`src/rtl/fetch_pkg.sv`:
```
`default_nettype none
// ============================================================================
// Module      : fetch_pkg
// Description : Shared defaults and types for the instruction prefetch queue.
//               FQ_DEPTH/FQ_AW/FQ_DW are the default queue depth, PC width and
//               instruction width; fetch_entry_t is one queue entry {pc, instr}.
// Revision    : 1.0 - initial release
// ============================================================================
package fetch_pkg;

  localparam int FQ_DEPTH = 4;
  localparam int FQ_AW    = 8;
  localparam int FQ_DW    = 8;
  localparam int FQ_PTR_W = $clog2(FQ_DEPTH);

  typedef struct packed {
    logic [FQ_AW-1:0] pc;
    logic [FQ_DW-1:0] instr;
  } fetch_entry_t;

  // Pointer width for a ring of the given depth (depth is a power of two).
  function automatic int ptr_width(input int depth);
    return $clog2(depth);
  endfunction

endpackage : fetch_pkg
`default_nettype wire

```
`src/rtl/fetch_fifo.sv`:
```
`default_nettype none
// ============================================================================
// Module      : fetch_fifo
// Description : Ring-buffer FIFO holding prefetched {pc, instr} entries.
//               Power-of-two depth, so pointers wrap naturally.
// Ports       : clock, reset (async, active-high)
//               clear      - empties the FIFO; dominates push and pop
//               push/push_data - write an entry at the tail
//               pop        - advance the head (caller guarantees !empty)
//               head_data  - entry at the head
//               count/full/empty - fill status
// Revision    : 1.0 - initial release
// ============================================================================
module fetch_fifo
  import fetch_pkg::*;
#(
  parameter int DEPTH = FQ_DEPTH,
  parameter int W     = FQ_AW + FQ_DW
) (
  input  logic                          clock,
  input  logic                          reset,
  input  logic                          clear,
  input  logic                          push,
  input  logic [W-1:0]                  push_data,
  input  logic                          pop,
  output logic [W-1:0]                  head_data,
  output logic [ptr_width(DEPTH):0]     count,
  output logic                          full,
  output logic                          empty
);

  localparam int PTR_W = ptr_width(DEPTH);

  logic [W-1:0]     mem [DEPTH];
  logic [PTR_W-1:0] head;
  logic [PTR_W-1:0] tail;

  always_ff @(posedge clock or posedge reset) begin
    if (reset) begin
      head  <= '0;
      tail  <= '0;
      count <= '0;
    end else if (clear) begin
      head  <= '0;
      tail  <= '0;
      count <= '0;
    end else begin
      if (push) tail <= tail + 1'b1;
      if (pop)  head <= head + 1'b1;
      case ({push, pop})
        2'b10:   count <= count + 1'b1;
        2'b01:   count <= count - 1'b1;
        default: count <= count;
      endcase
    end
  end

  // Storage needs no reset: contents are only observed while count != 0.
  always_ff @(posedge clock) begin
    if (push && !clear) mem[tail] <= push_data;
  end

  assign head_data = mem[head];
  assign empty     = (count == '0);
  assign full      = (count == (PTR_W+1)'(DEPTH));

endmodule : fetch_fifo
`default_nettype wire

```
`src/rtl/fetch_queue.sv`:
```
`default_nettype none
// ============================================================================
// Module      : fetch_queue
// Description : Instruction prefetch stage. Owns the fetch PC, issues
//               sequential instruction-port reads, buffers returned words with
//               their PCs and hands them downstream over valid/ready. A flush
//               empties the queue, drops the in-flight read and restarts at
//               flush_pc.
//               Optional: FETCH_QUEUE_BYPASS_EN forwards a return straight to
//               deq_* when the queue is empty (1-cycle fill latency).
// Ports       : clock, reset (async, active-high)
//               flush, flush_pc           - redirect request / target
//               imem_rd, imem_addr        - read request, address = fetch PC
//               imem_data                 - read data, cycle after imem_rd
//               deq_valid/instr/pc/ready  - downstream handshake
//               occupancy                 - entries held in the queue
// Revision    : 1.0 - initial release
// ============================================================================
module fetch_queue
  import fetch_pkg::*;
#(
  parameter int DEPTH = FQ_DEPTH,
  parameter int AW    = FQ_AW,
  parameter int DW    = FQ_DW
) (
  input  logic                       clock,
  input  logic                       reset,
  input  logic                       flush,
  input  logic [AW-1:0]              flush_pc,
  output logic                       imem_rd,
  output logic [AW-1:0]              imem_addr,
  input  logic [DW-1:0]              imem_data,
  output logic                       deq_valid,
  output logic [DW-1:0]              deq_instr,
  output logic [AW-1:0]              deq_pc,
  input  logic                       deq_ready,
  output logic [ptr_width(DEPTH):0]  occupancy
);

  localparam int PTR_W = ptr_width(DEPTH);

  logic [AW-1:0]    fetch_pc;
  logic             inflight;
  logic [AW-1:0]    inflight_pc;

  logic [PTR_W:0]   fifo_count;
  logic             fifo_full;
  logic             fifo_empty;
  logic [AW+DW-1:0] fifo_head;
  logic             fifo_push;
  logic             fifo_pop;

  logic [PTR_W+1:0] reserved;
  logic             ret_valid;
  logic [AW+DW-1:0] ret_entry;
  logic [AW+DW-1:0] out_entry;

  // Slots already committed: stored entries plus the read on its way back.
  // Same-cycle pops give no credit, so a return can never overflow the FIFO.
  assign reserved  = {1'b0, fifo_count} + (PTR_W+2)'(inflight);
  assign imem_rd   = !reset && !flush && !fifo_full && (reserved < (PTR_W+2)'(DEPTH));
  assign imem_addr = fetch_pc;

  always_ff @(posedge clock or posedge reset) begin
    if (reset) begin
      fetch_pc    <= '0;
      inflight    <= 1'b0;
      inflight_pc <= '0;
    end else if (flush) begin
      fetch_pc    <= flush_pc;
      inflight    <= 1'b0;
    end else begin
      inflight <= imem_rd;
      if (imem_rd) begin
        inflight_pc <= fetch_pc;
        fetch_pc    <= fetch_pc + 1'b1;
      end
    end
  end

  // A return arriving in a flush cycle belongs to the old stream: drop it.
  assign ret_valid = inflight && !flush;
  assign ret_entry = {inflight_pc, imem_data};

`ifdef FETCH_QUEUE_BYPASS_EN
  logic bypass;
  assign bypass    = ret_valid && fifo_empty;
  assign fifo_push = ret_valid && !(bypass && deq_ready);
  assign deq_valid = !fifo_empty || bypass;
  assign out_entry = fifo_empty ? ret_entry : fifo_head;
`else
  assign fifo_push = ret_valid;
  assign deq_valid = !fifo_empty;
  assign out_entry = fifo_head;
`endif

  // Only stored entries pop; a bypassed entry that is accepted is never stored.
  assign fifo_pop  = !fifo_empty && deq_ready;

  assign deq_pc    = deq_valid ? out_entry[AW+DW-1:DW] : '0;
  assign deq_instr = deq_valid ? out_entry[DW-1:0]     : '0;
  assign occupancy = fifo_count;

  fetch_fifo #(
    .DEPTH (DEPTH),
    .W     (AW + DW)
  ) u_fifo (
    .clock     (clock),
    .reset     (reset),
    .clear     (flush),
    .push      (fifo_push),
    .push_data (ret_entry),
    .pop       (fifo_pop),
    .head_data (fifo_head),
    .count     (fifo_count),
    .full      (fifo_full),
    .empty     (fifo_empty)
  );

endmodule : fetch_queue
`default_nettype wire

```
`config.mk`:
```
export PLATFORM = sky130hd
export DESIGN_NAME = fetch_queue
export DESIGN_NICKNAME = d
export VERILOG_FILES = /design/src/rtl/fetch_pkg.sv /design/src/rtl/fetch_fifo.sv /design/src/rtl/fetch_queue.sv
export SDC_FILE = /design/constraint.sdc
export NUM_CORES = 1
export LEC_CHECK = 0
export ABC_AREA = 1
export CORE_MARGIN = 2
export CORE_UTILIZATION = 30
export CTS_BUF_LIST = sky130_fd_sc_hd__clkbuf_8
export DETAILED_ROUTE_END_ITERATION = 8
export PLACE_DENSITY_LB_ADDON = 0.15
export SETUP_SLACK_MARGIN = 0.2
export SYNTH_ARGS = -nofsm -noshare
export SYNTH_HDL_FRONTEND = slang
export SYNTH_SLANG_ARGS = --single-unit
```
`constraint.sdc`:
```
create_clock -name clock -period 2 [get_ports clock]
set_input_delay 0.4 -clock clock [delete_from_list [all_inputs] [get_ports clock]]
set_output_delay 0.4 -clock clock [all_outputs]
set_load 0.05 [all_outputs]
```
==> summary.md, run 1 <==
| Metric | Value |
|---|---|
| Layout Cells excl Fill | 602 |
| Area enclosed by the die boundary | 0.01344 mm^2 |
| Setup CP Type | flip-flop to output pin |
| Std-Cell Rows | 40 |
| Critical-path maximum fanout | 15 |
| Failing checks | setup timing |
| Number of I/O pins | 49 |
| Slack of the worst reg-to-reg path | 0.30 ns |
| Number of unique standard cell types used by synthesis | 28 |
| Total overflow reported by the global router | 0 |
| Clock Latency Late Sink | 0.35 ns |
| Final-report setup violation count | 1 |
| Number of buffer cells added on primary ports | 48 |
| All-layer global routing usage | 13.62% |
| Most used flip-flop cell after synthesis | sky130_fd_sc_hd__edfxtp_1 |
| DRT iter0 DRCs | 116 |
| Sink Count | 88 |
| Wirelength per Cell | 13.92 um |
| Portion of the post-synthesis area used by sequential elements | 67.11% |
| Number of enable flip-flop cells after synthesis | 64 |
| Worst clock skew | 0.01076 ns |
| Cells after synthesis | 352 |
| Least-Margin Pin Slew | 0.4940 ns |
| HPWL after detailed placement | 5470 um |
| Worst slew margin | 67.20% |
| Layout fillers | 1188 |
| Maximum clock frequency | 498.2 MHz |
| Area after DPL | 0.004716 mm^2 |
| Non-Filler Cell Area, Final | 0.005185 mm^2 |
| Level count of the clock H-tree | 3 |
| Startpoint of the worst setup timing path | u_fifo.head[0]$_DFFE_PP0P_ |
| Yosys reg bits | 88 |
| Quantity of hold-fixing buffers added after cts | 0 |
| CTS clk-pin slew, worst paths | 0.08 ns |
| Element type at the critical path end | output pin |
| Final count of pins violating max slew | 0 |
| Number of vias in the routed layout | 2616 |
| Starting density of the core | 31.03% |
| Least setup slack across all paths after layout | -0.007042 ns |
| Share of total power in sequential cells | 33.0% |
| Instance count after placement with tap cells included | 578 |
| Synth warn | 0 |
| Number of remaining DRC errors | 0 |
| Static leakage power | 2.012 nW |
| Internal power contribution | 4.288 mW |
| Vias/cell | 4.346 |
| Leading cell type in the layout, fill and taps excluded | sky130_fd_sc_hd__nor2_1 |
| Largest buffer count on any clock path | 2 |
| Highest-count cells in the layout ignoring fill and taps | 76 x sky130_fd_sc_hd__nor2_1, 64 x sky130_fd_sc_hd__edfxtp_1, 52 x sky130_fd_sc_hd__nand2_1 |
| Fraction of layout cells with a size suffix above 1 | 27.19% |
| Data required time of the worst path | 1.60 ns |
| Global-route wire length before repair | 13620 um |
| RSZ-0062 raised after global routing | true |
| Clock network fraction of total power | 17.8% |
| Overall die width | 115.9 um |
| Final wirelength | 8378 um |
| Worst endpoint data arrival time | 1.61 ns |
| # diodes | 0 |
| Highest-delay cell along the critical path | sky130_fd_sc_hd__dfrtp_2 |
| Via count of the first global-routing pass | 2569 |
| Worst slack at placement | -0.003613 ns |
| Share of total power in combinational logic | 49.1% |
| Post-Syn Nets | 378 |
| Path category of the worst min-delay check | primary input to asynchronous set/reset pin |
| TritonCTS clock tree | built |
| Capture instance of the worst register-to-register path | u_fifo.count[2]$_DFFE_PP0P_ |
| End of the critical path | deq_pc[3] |
| Final hold violation count | 0 |
| R2R Path Start | u_fifo.count[0]$_DFFE_PP0P_ |
| # Max-Cap Violations | 0 |
| Die Y | 115.9 um |
| Largest stage delay on the critical path | 0.48 ns |
| Reg2reg path depth | 9 |
| Initial antenna violation count | 0 |
| Mean Syn Cell Area | 10.68 um^2 |
| Number of optimization iterations in the first detailed-route pass | 4 |
| Startpoint kind of the worst setup timing path | flip-flop |
| Core Area | 0.01211 mm^2 |
| Switch share | 41.97% |
| Period utilization | 100.4% |
| Num CTS Buffers | 9 |
| Fraction of registers with async set/reset | 27.27% |
| Power density of the placed cells | 1425 mW/mm^2 |
| Pin count of the biggest net entering global routing | 18 |
| Routability cong. | 0.8052 |
| P&R area growth vs syn | 37.95% |
| Maximum VDD drop | 560.3 uV |
| Net count reported at finish | 455 |
| Syn Std Cell Area | 0.003759 mm^2 |
| Net Switching | 3.101 mW |
| Number of nets with antenna violations after detailed routing | 0 |
| Shortest clock period the worst path allows after layout | 2.007 ns |
| Status | finished, violations left |
| Critical Path, Cell by Cell | inv_4 > buf_12 > o21ai_0 > a21oi_2 > buf_6 |
| Cell at the root of the clock tree | sky130_fd_sc_hd__clkbuf_8 |
cell type report:
cell class / instances / area [um^2] / area share (%)
inverters: 24 / 110.1 / 2.124
well taps: 168 / 210.2 / 4.054
clock buffers: 9 / 123.9 / 2.389
repair buffers: 79 / 837.1 / 16.14
multi-input cells: 227 / 1282 / 24.73
clock inverters: 7 / 93.84 / 1.810
flip-flops and latches: 88 / 2527 / 48.75
state kept, by name, indices dropped and copies added (netlist names):
signal	count
u_fifo.tail	2
inflight	1
inflight_pc	8
u_fifo.count	3
u_fifo.mem	64
imem_addr	8
u_fifo.head	2
power by group through the flow:
| stage | Combinational, mW | Sequential (mW) | Clock [mW] |
|---|---|---|---|
| detailed placement | 3.10 | 2.48 | 0 |
| global placement | 3.08 | 2.48 | 0 |
| floorplan | 2.05 | 2.59 | 0 |
| finish | 3.63 | 2.44 | 1.32 |
| global route | 3.89 | 2.49 | 1.43 |
| CTS | 3.62 | 2.44 | 1.35 |
metal layers:
metal	routed length (um)	global-route usage, %	vias to the layer above
met5	0	0	-
met4	135	3.254	0
met3	361	4.184	10
met2	3949	22.73	52
met1	3932	17.47	1202
li1	-	-	1352
cell usage after synthesis, types with 5 or more instances:
master	instances	area, um^2
sky130_fd_sc_hd__edfxtp_1	64	1922
sky130_fd_sc_hd__o21ai_1	8	40.04
sky130_fd_sc_hd__nor2_1	78	292.8
sky130_fd_sc_hd__a21oi_1	20	100.1
sky130_fd_sc_hd__ha_1	5	62.56
sky130_fd_sc_hd__o21ai_0	33	165.2
sky130_fd_sc_hd__dfrtp_1	24	600.6
sky130_fd_sc_hd__inv_1	18	67.56
sky130_fd_sc_hd__buf_2	5	25.02
sky130_fd_sc_hd__nand3_1	16	80.08
sky130_fd_sc_hd__inv_2	5	18.77
sky130_fd_sc_hd__nand2_1	52	195.2
kinds of logic (layout without fill, tap and decap cells):
family / count (synthesis) / after routing / synth area share (%)
DFF: 88 / 88 / 67.11
adders and majority gates: 6 / 6 / 2.197
xor gates and xnor gates: 1 / 1 / 0.2331
buffers and inverters: 37 / 119 / 4.527
AOI/OAI and AO/OA: 65 / 65 / 9.121
and+or+nand+nor: 155 / 155 / 16.81
repair_timing:
item	in CTS	in global routing
pin swaps	3	1
gates cloned	2	0
resized for setup	55	17
buffers inserted	5	1
setup endpoints to repair	20	18
critical path, delay by kind of cell (launching register included):
kind / cells / cell delay (ns)
compound gates: 2 / 0.32
buf+inv: 3 / 0.46
flops: 1 / 0.48
stage by stage:
step	utilization (%)	hold WS [ns]	total power [mW]	setup TNS (ns)
final	42.81	0.3681	7.389	-0.007042
after global routing	42.81	0.3771	7.810	-0.8625
after CTS	42.38	0.3562	7.408	-0.03675
after detailed placement	38.94	0.5090	5.580	-0.003613
after global placement	38.94	0.5083	5.559	0
after floorplan	-	0.4144	4.643	0
worst min path at each step:
| stage | cells after the start | to | from |
|---|---|---|---|
| after floorplan | 1 | imem_addr[0]$_DFFE_PP0P_ | reset |
| after global placement | 0 | u_fifo.mem[2][13]$_DFFE_PP_ | inflight_pc[5]$_DFFE_PP0P_ |
| after detailed placement | 0 | u_fifo.mem[2][13]$_DFFE_PP_ | inflight_pc[5]$_DFFE_PP0P_ |
| after CTS | 2 | imem_addr[1]$_DFFE_PP0P_ | reset |
| after global routing | 2 | imem_addr[1]$_DFFE_PP0P_ | reset |
| final | 2 | imem_addr[3]$_DFFE_PP0P_ | reset |
(Power assumes the default switching activity.)
==> run 2: changes to the inputs <==
- DONT_BUFFER_PORTS: unset -> 1
==> summary.md, run 2 (synthesized netlist as in run 1, its figures left out) <==
| Metric | Value |
|---|---|
| Core Area | 0.01211 mm^2 (unchanged) |
| Sink Count | 88 (unchanged) |
| Min-Delay Path Depth | 1 |
| Capture instance of the worst register-to-register path | u_fifo.count[2]$_DFFE_PP0P_ |
| Max FFs per register | 64 (unchanged) |
| Final hold violation count | 0 (unchanged) |
| Total overflow reported by the global router | 0 (unchanged) |
| Least-Margin Pin Slew | 0.5844 ns (+0.09038 ns) |
| Slack of the worst reg-to-reg path | 0.23 ns (-0.07 ns) |
| R2R Path Start | u_fifo.count[1]$_DFFE_PP0P_ |
| Routability cong. | 0.7591 (-5.7%) |
| Largest stage delay on the critical path | 0.48 ns (about the same) |
| Critical Path, Cell by Cell | inv_4 > buf_12 > clkbuf_16 > o21ai_2 > a21oi_4 |
| Power density of the placed cells | 1465 mW/mm^2 (+2.8%) |
| # diodes | 0 (unchanged) |
| Shortest clock period the worst path allows after layout | 2.064 ns (+0.05741 ns) |
| Highest-count cells in the layout ignoring fill and taps | 72 x sky130_fd_sc_hd__nor2_1, 64 x sky130_fd_sc_hd__edfxtp_1, 51 x sky130_fd_sc_hd__nand2_1 |
| Internal power contribution | 4.086 mW (-4.7%) |
| Via count of the first global-routing pass | 2472 (-3.8%) |
| HPWL after detailed placement | 5245 um (-4.1%) |
| Element type at the critical path end | output pin |
| Data required time of the worst path | 1.60 ns (about the same) |
| Number of vias in the routed layout | 2540 (-2.9%) |
| Worst clock skew | 0.006701 ns (-0.004064 ns) |
| Num CTS Buffers | 9 (unchanged) |
| RSZ-0062 raised after global routing | true |
| Largest reg by FF count | u_fifo.mem |
| Origin of the worst min-delay path | flush |
| Share of total power in combinational logic | 49.5% (+0.4 points) |
| Pin count of the biggest net entering global routing | 18 (unchanged) |
| Leading cell type in the layout, fill and taps excluded | sky130_fd_sc_hd__nor2_1 |
| Setup CP Type | flip-flop to output pin |
| All-layer global routing usage | 13.38% (-0.24 points) |
| Number of remaining DRC errors | 0 (unchanged) |
| Clock network fraction of total power | 15.9% (-1.9 points) |
| # Max-Cap Violations | 0 (unchanged) |
| TritonCTS clock tree | built |
| Wirelength per Cell | 15.29 um (+9.9%) |
| Starting density of the core | 31.03% (unchanged) |
| Period utilization | 103.2% (+2.9 points) |
| Switch share | 43.15% (+1.2 points) |
| Die Y | 115.9 um (unchanged) |
| Std-Cell Rows | 40 (unchanged) |
| Net count reported at finish | 414 (-9.0%) |
| Number of nets with antenna violations after detailed routing | 0 (unchanged) |
| Initial antenna violation count | 0 (unchanged) |
| Least setup slack across all paths after layout | -0.06445 ns (-0.05741 ns) |
| Reg2reg path depth | 9 (unchanged) |
| Path category of the worst min-delay check | primary input to flip-flop |
| Vias/cell | 4.528 (+4.2%) |
| Final count of pins violating max slew | 0 (unchanged) |
| Final wirelength | 8579 um (+2.4%) |
| Global-route wire length before repair | 13240 um (-2.8%) |
| Worst endpoint data arrival time | 1.66 ns (+0.05 ns) |
| Worst hold slack after final layout | 0.09949 ns (-0.2686 ns) |
| Clock Latency Late Sink | 0.36 ns (about the same) |
| CTS clk-pin slew, worst paths | 0.08 ns (about the same) |
| Total Neg Setup Slack | -0.7081 ns (-0.7011 ns) |
| Number of buffer cells added on primary ports | 0 (-100%) |
| Overall die width | 115.9 um (unchanged) |
| Cell at the root of the clock tree | sky130_fd_sc_hd__clkbuf_8 |
| Share of total power in sequential cells | 34.6% (+1.6 points) |
| Worst slew margin | 61.04% (-6.2 points) |
| Highest-delay cell along the critical path | sky130_fd_sc_hd__dfrtp_2 |
| Largest buffer count on any clock path | 2 (unchanged) |
| DRT iter0 DRCs | 106 (-8.6%) |
| Status | finished, violations left |
| Number of optimization iterations in the first detailed-route pass | 4 (unchanged) |
| Failing checks | setup timing |
| Net Switching | 3.101 mW (about the same) |
| Critical-path maximum fanout | 6 (-9) |
| Startpoint kind of the worst setup timing path | flip-flop |
| P&R area growth vs syn | 30.49% |
| Final Core Density | 40.50% (-2.3 points) |
| Number of I/O pins | 49 (unchanged) |
| Maximum VDD drop | 952.1 uV (+70%) |
| Fraction of layout cells with a size suffix above 1 | 30.03% (+2.8 points) |
| Static leakage power | 1.841 nW (-8.5%) |
| Level count of the clock H-tree | 3 (unchanged) |
| Maximum clock frequency | 484.4 MHz (-2.8%) |
| PnR Total Power | 7.187 mW (-2.7%) |
| Hold EP | u_fifo.head[1]$_DFFE_PP0P_ |
| Layout fillers | 1192 (+0.34%) |
| Area enclosed by the die boundary | 0.01344 mm^2 (unchanged) |
| Final-report setup violation count | 15 (+14) |
-- run 2: power groups by stage --
stage | Combinational [mW] | Sequential (mW) | Clock (mW)
floorplan | 2.05 | 2.59 | 0
global placement | 2.95 | 2.52 | 0
detailed placement | 2.96 | 2.53 | 0
CTS | 3.36 | 2.48 | 1.18
global route | 3.79 | 2.52 | 1.25
finish | 3.56 | 2.49 | 1.15
-- run 2: metrics by stage --
| stage | std cells | setup slack [ns] | cell area, um^2 |
|---|---|---|---|
| 3_5_place_dp | 533 | 0.1120 | 4360 |
| 2_1_floorplan | 352 | 0.1659 | 3943 |
| 4_1_cts | 559 | -0.09309 | 4756 |
| 3_3_place_gp | 533 | 0.1637 | 4360 |
| 5_1_grt | 561 | -0.1440 | 4905 |
| 6_report | 561 | -0.06445 | 4905 |
-- run 2: repair_timing --
| action | CTS | global route |
|---|---|---|
| setup endpoints to repair | 18 | 18 |
| buffers inserted | 8 | 0 |
| hold buffers | 1 | 0 |
| resized for setup | 51 | 31 |
| hold endpoints to repair | 11 | 0 |
| cloned | 1 | 2 |
| pin swaps | 15 | 20 |
-- run 2: layer usage --
metal | up-vias | GRT usage (%) | share of wire, %
met2 | 72 | 22.57 | 48
met5 | - | 0 | 0
li1 | 1272 | - | -
met4 | 0 | 4.524 | 1.4
met1 | 1183 | 16.59 | 44
met3 | 13 | 3.766 | 6.0
-- run 2: cell type report --
type	count	area, um^2	area share [%]
tap	168	210.2	4.286
clock buffer	9	123.9	2.526
sequential	88	2529	51.56
timing repair buffer	38	514.2	10.48
multi-input combinational	227	1371	27.96
clock inverter	7	56.30	1.148
inverter	24	100.1	2.041
-- run 2: worst max path at each step --
stage / start / endpoint / slack, ns
4_1_cts: u_fifo.head[0]$_DFFE_PP0P_ / deq_pc[4] / -0.09
3_3_place_gp: u_fifo.head[0]$_DFFE_PP0P_ / deq_pc[5] / 0.16
6_report: u_fifo.head[0]$_DFFE_PP0P_ / deq_instr[6] / -0.06
2_1_floorplan: u_fifo.count[0]$_DFFE_PP0P_ / u_fifo.count[2]$_DFFE_PP0P_ / 0.17
5_1_grt: u_fifo.head[0]$_DFFE_PP0P_ / deq_pc[3] / -0.14
3_5_place_dp: u_fifo.head[0]$_DFFE_PP0P_ / deq_instr[1] / 0.11
-- run 2: critical path, delay by kind of cell (launching register included) --
kind / cells / cell delay [ns]
buf+inv: 3 / 0.38
compound gates: 2 / 0.44
flops: 1 / 0.48
==> run 3: changes to the inputs <==
- CORE_MARGIN: 2 -> 3
- RECOVER_POWER: unset -> 25
- REMOVE_ABC_BUFFERS: unset -> 1
==> summary.md, run 3 (synthesized netlist as in run 1, its figures left out) <==
| Metric | Value |
|---|---|
| Final count of pins violating max slew | 0 (unchanged) |
| Area enclosed by the die boundary | 0.01391 mm^2 (+3.5%) |
| Maximum VDD drop | 615.1 uV (-35%) |
| All-layer global routing usage | 12.37% (-1.0 points) |
| Critical-path maximum fanout | 14 (+8) |
| Worst endpoint data arrival time | 1.61 ns (-0.05 ns) |
| Least-Margin Pin Slew | 0.5849 ns (+0.0005062 ns) |
| Shortest clock period the worst path allows after layout | 2.011 ns (-0.05340 ns) |
| Via count of the first global-routing pass | 2613 (+5.7%) |
| Max FFs per register | 64 (unchanged) |
| Kind of cell adding the most delay to the critical path | flip-flops |
| Static leakage power | 1.767 nW (-4.0%) |
| Area after DPL | 0.004174 mm^2 (-4.3%) |
| Area of the multi-input gates | 0.001119 mm^2 (-18%) |
| Number of vias in the routed layout | 2539 (-0.039%) |
| Layout Cells excl Fill | 564 (+0.53%) |
| Net Switching | 2.778 mW (-10%) |
| Total overflow reported by the global router | 0 (unchanged) |
| DRT iter0 DRCs | 135 (+27%) |
| Wirelength per Cell | 14.66 um (-4.2%) |
| Cell repeated most along the worst path | sky130_fd_sc_hd__nor2_1 |
| Number of nets with antenna violations after detailed routing | 0 (unchanged) |
| Least setup slack across all paths after layout | -0.01105 ns (+0.05340 ns) |
| Data required time of the worst path | 1.60 ns (about the same) |
| Element type at the critical path end | output pin |
| TritonCTS clock tree | built |
| Initial antenna violation count | 0 (unchanged) |
| Pin count of the biggest net entering global routing | 25 (+7) |
| Path category of the worst min-delay check | primary input to flip-flop |
| Instance count after placement with tap cells included | 543 (+1.9%) |
| Highest-count cells in the layout ignoring fill and taps | 77 x sky130_fd_sc_hd__nor2_1, 64 x sky130_fd_sc_hd__edfxtp_1, 52 x sky130_fd_sc_hd__nand2_1 |
| FF+latch area | 0.002526 mm^2 (about the same) |
| Cell at the root of the clock tree | sky130_fd_sc_hd__clkbuf_8 |
| PnR Total Power | 6.353 mW (-12%) |
| Final-report setup violation count | 2 (-13) |
| Net count reported at finish | 417 (+0.72%) |
| Final wirelength | 8266 um (-3.6%) |
| Non-Filler Cell Area, Final | 0.004522 mm^2 (-7.8%) |
| CTS clk-pin slew, worst paths | 0.09 ns (about the same) |
| Layout fillers | 1243 (+4.3%) |
| Global-route wire length before repair | 13520 um (+2.1%) |
| Status | finished, violations left |
| Highest-delay cell along the critical path | sky130_fd_sc_hd__dfrtp_2 |
| Number of optimization iterations in the first detailed-route pass | 4 (unchanged) |
| Period utilization | 100.6% (-2.7 points) |
| Fraction of layout cells with a size suffix above 1 | 19.95% (-10 points) |
| Routability cong. | 0.8037 (+5.9%) |
| Number of remaining DRC errors | 0 (unchanged) |
| Failing checks | setup timing |
| Final hold violation count | 0 (unchanged) |
| Clock network fraction of total power | 16.4% (+0.5 points) |
| Vias/cell | 4.502 (-0.57%) |
| Internal power contribution | 3.574 mW (-13%) |
| Starting density of the core | 31.03% (unchanged) |
| HPWL after detailed placement | 5454 um (+4.0%) |
| Die Y | 117.9 um (+1.7%) |
| Largest stage delay on the critical path | 0.47 ns (about the same) |
| Worst hold slack after final layout | 0.09583 ns (-0.003658 ns) |
| Startpoint kind of the worst setup timing path | flip-flop |
| Largest reg by FF count | u_fifo.mem |
| Worst slack at placement | 0.2251 ns (+0.1131 ns) |
| Level count of the clock H-tree | 3 (unchanged) |
| Share of total power in combinational logic | 44.4% (-5.1 points) |
| Worst clock skew | 0.007192 ns (+0.0004910 ns) |
| Clock Latency Late Sink | 0.35 ns (about the same) |
| Core Area | 0.01211 mm^2 (unchanged) |
| Largest buffer count on any clock path | 2 (unchanged) |
| Overall die width | 117.9 um (+1.7%) |
| Critical Path, Cell by Cell | buf_8 > nor2_1 > nor2_1 > o21ai_1 > a21oi_1 > buf_4 |
| Leading cell type in the layout, fill and taps excluded | sky130_fd_sc_hd__nor2_1 |
| Setup CP Type | flip-flop to output pin |
| Switch share | 43.73% (+0.58 points) |
| Power density of the placed cells | 1405 mW/mm^2 (-4.1%) |
| Final Core Density | 37.33% (-3.2 points) |
| Total Neg Setup Slack | -0.01599 ns (+0.6921 ns) |
| Share of total power in sequential cells | 39.2% (+4.6 points) |
| RSZ-0062 raised after global routing | true |
| Maximum clock frequency | 497.3 MHz (+2.7%) |
| Number of buffer cells added on primary ports | 0 (unchanged) |
| # Max-Cap Violations | 0 (unchanged) |
| Worst slew margin | 61.01% (about the same) |
| # diodes | 0 (unchanged) |
| Number of I/O pins | 49 (unchanged) |
| P&R area growth vs syn | 20.31% |
| Std-Cell Rows | 40 (unchanged) |
| Total buffers and inverters traversed by the critical path | 2 (-1) |
| Sink Count | 88 (unchanged) |
| Num CTS Buffers | 9 (unchanged) |
[run 3: cell count changes in the layout (fill, tap and decap cells not counted), sizes merged]
cell,delta
clkbuf,-2
clkinv,+1
buf,+5
clkinvlp,+1
bufinv,-1
inv,-1
[run 3: per-layer routing]
layer / routed length, um / GRT usage [%] / vias to the layer above
met2: 3902 / 19.80 / 59
met3: 470 / 4.037 / 8
li1: - / - / 1272
met4: 90 / 3.663 / 0
met5: 0 / 0 / -
met1: 3803 / 16.04 / 1200
[run 3: worst reg2reg max path: stages (launching register included)]
cell and delay, ns:
sky130_fd_sc_hd__dfrtp_1 0.41, sky130_fd_sc_hd__nor2_2 0.16, sky130_fd_sc_hd__nand2_4 0.11, sky130_fd_sc_hd__nand3_4 0.09, sky130_fd_sc_hd__inv_2 0.04, sky130_fd_sc_hd__fa_2 0.35, sky130_fd_sc_hd__a21oi_2 0.11, sky130_fd_sc_hd__nand3_1 0.09
sky130_fd_sc_hd__a21oi_1 0.13, sky130_fd_sc_hd__nor2_1 0.06
[run 3: layout make-up]
cell class | instances | area share (%)
clock buffers | 9 | 2.739
flip-flops and latches | 88 | 55.87
clock inverters | 7 | 0.9131
well taps | 168 | 4.649
repair buffers | 41 | 8.771
multi-input cells | 227 | 24.74
inverters | 24 | 2.324
[run 3: power by group through the flow]
| stage | clock [mW] | combinational, mW | sequential [mW] |
|---|---|---|---|
| global route | 1.16 | 3.04 | 2.53 |
| CTS | 1.08 | 2.71 | 2.48 |
| finish | 1.04 | 2.82 | 2.49 |
| detailed placement | 0 | 2.52 | 2.50 |
| floorplan | 0 | 1.50 | 2.64 |
| global placement | 0 | 2.50 | 2.50 |
[run 3: path summary, 6_finish.rpt]
path / cells after the start / endpoint / from / slack [ns]
worst max register to register: 9 / u_fifo.count[2]$_DFFE_PP0P_ / u_fifo.count[0]$_DFFE_PP0P_ / 0.34
max in group asynchronous: 3 / inflight$_DFF_PP0_ / reset / 1.20
worst max-delay path: 6 / deq_pc[3] / u_fifo.head[0]$_DFFE_PP0P_ / -0.01
min in group asynchronous: 3 / u_fifo.head[1]$_DFFE_PP0P_ / reset / 0.53
worst min register to register: 0 / u_fifo.mem[0][10]$_DFFE_PP_ / inflight_pc[2]$_DFFE_PP0P_ / 0.53
worst min-delay path: 1 / u_fifo.head[1]$_DFFE_PP0P_ / flush / 0.1
[run 3: timing repair]
item	in CTS	in global routing
pin swaps	1	4
setup endpoints to repair	17	18
setup buffers	1	2
hold endpoints to repair	24	0
resized for setup	31	30
cloned	1	0
hold buffers	1	0
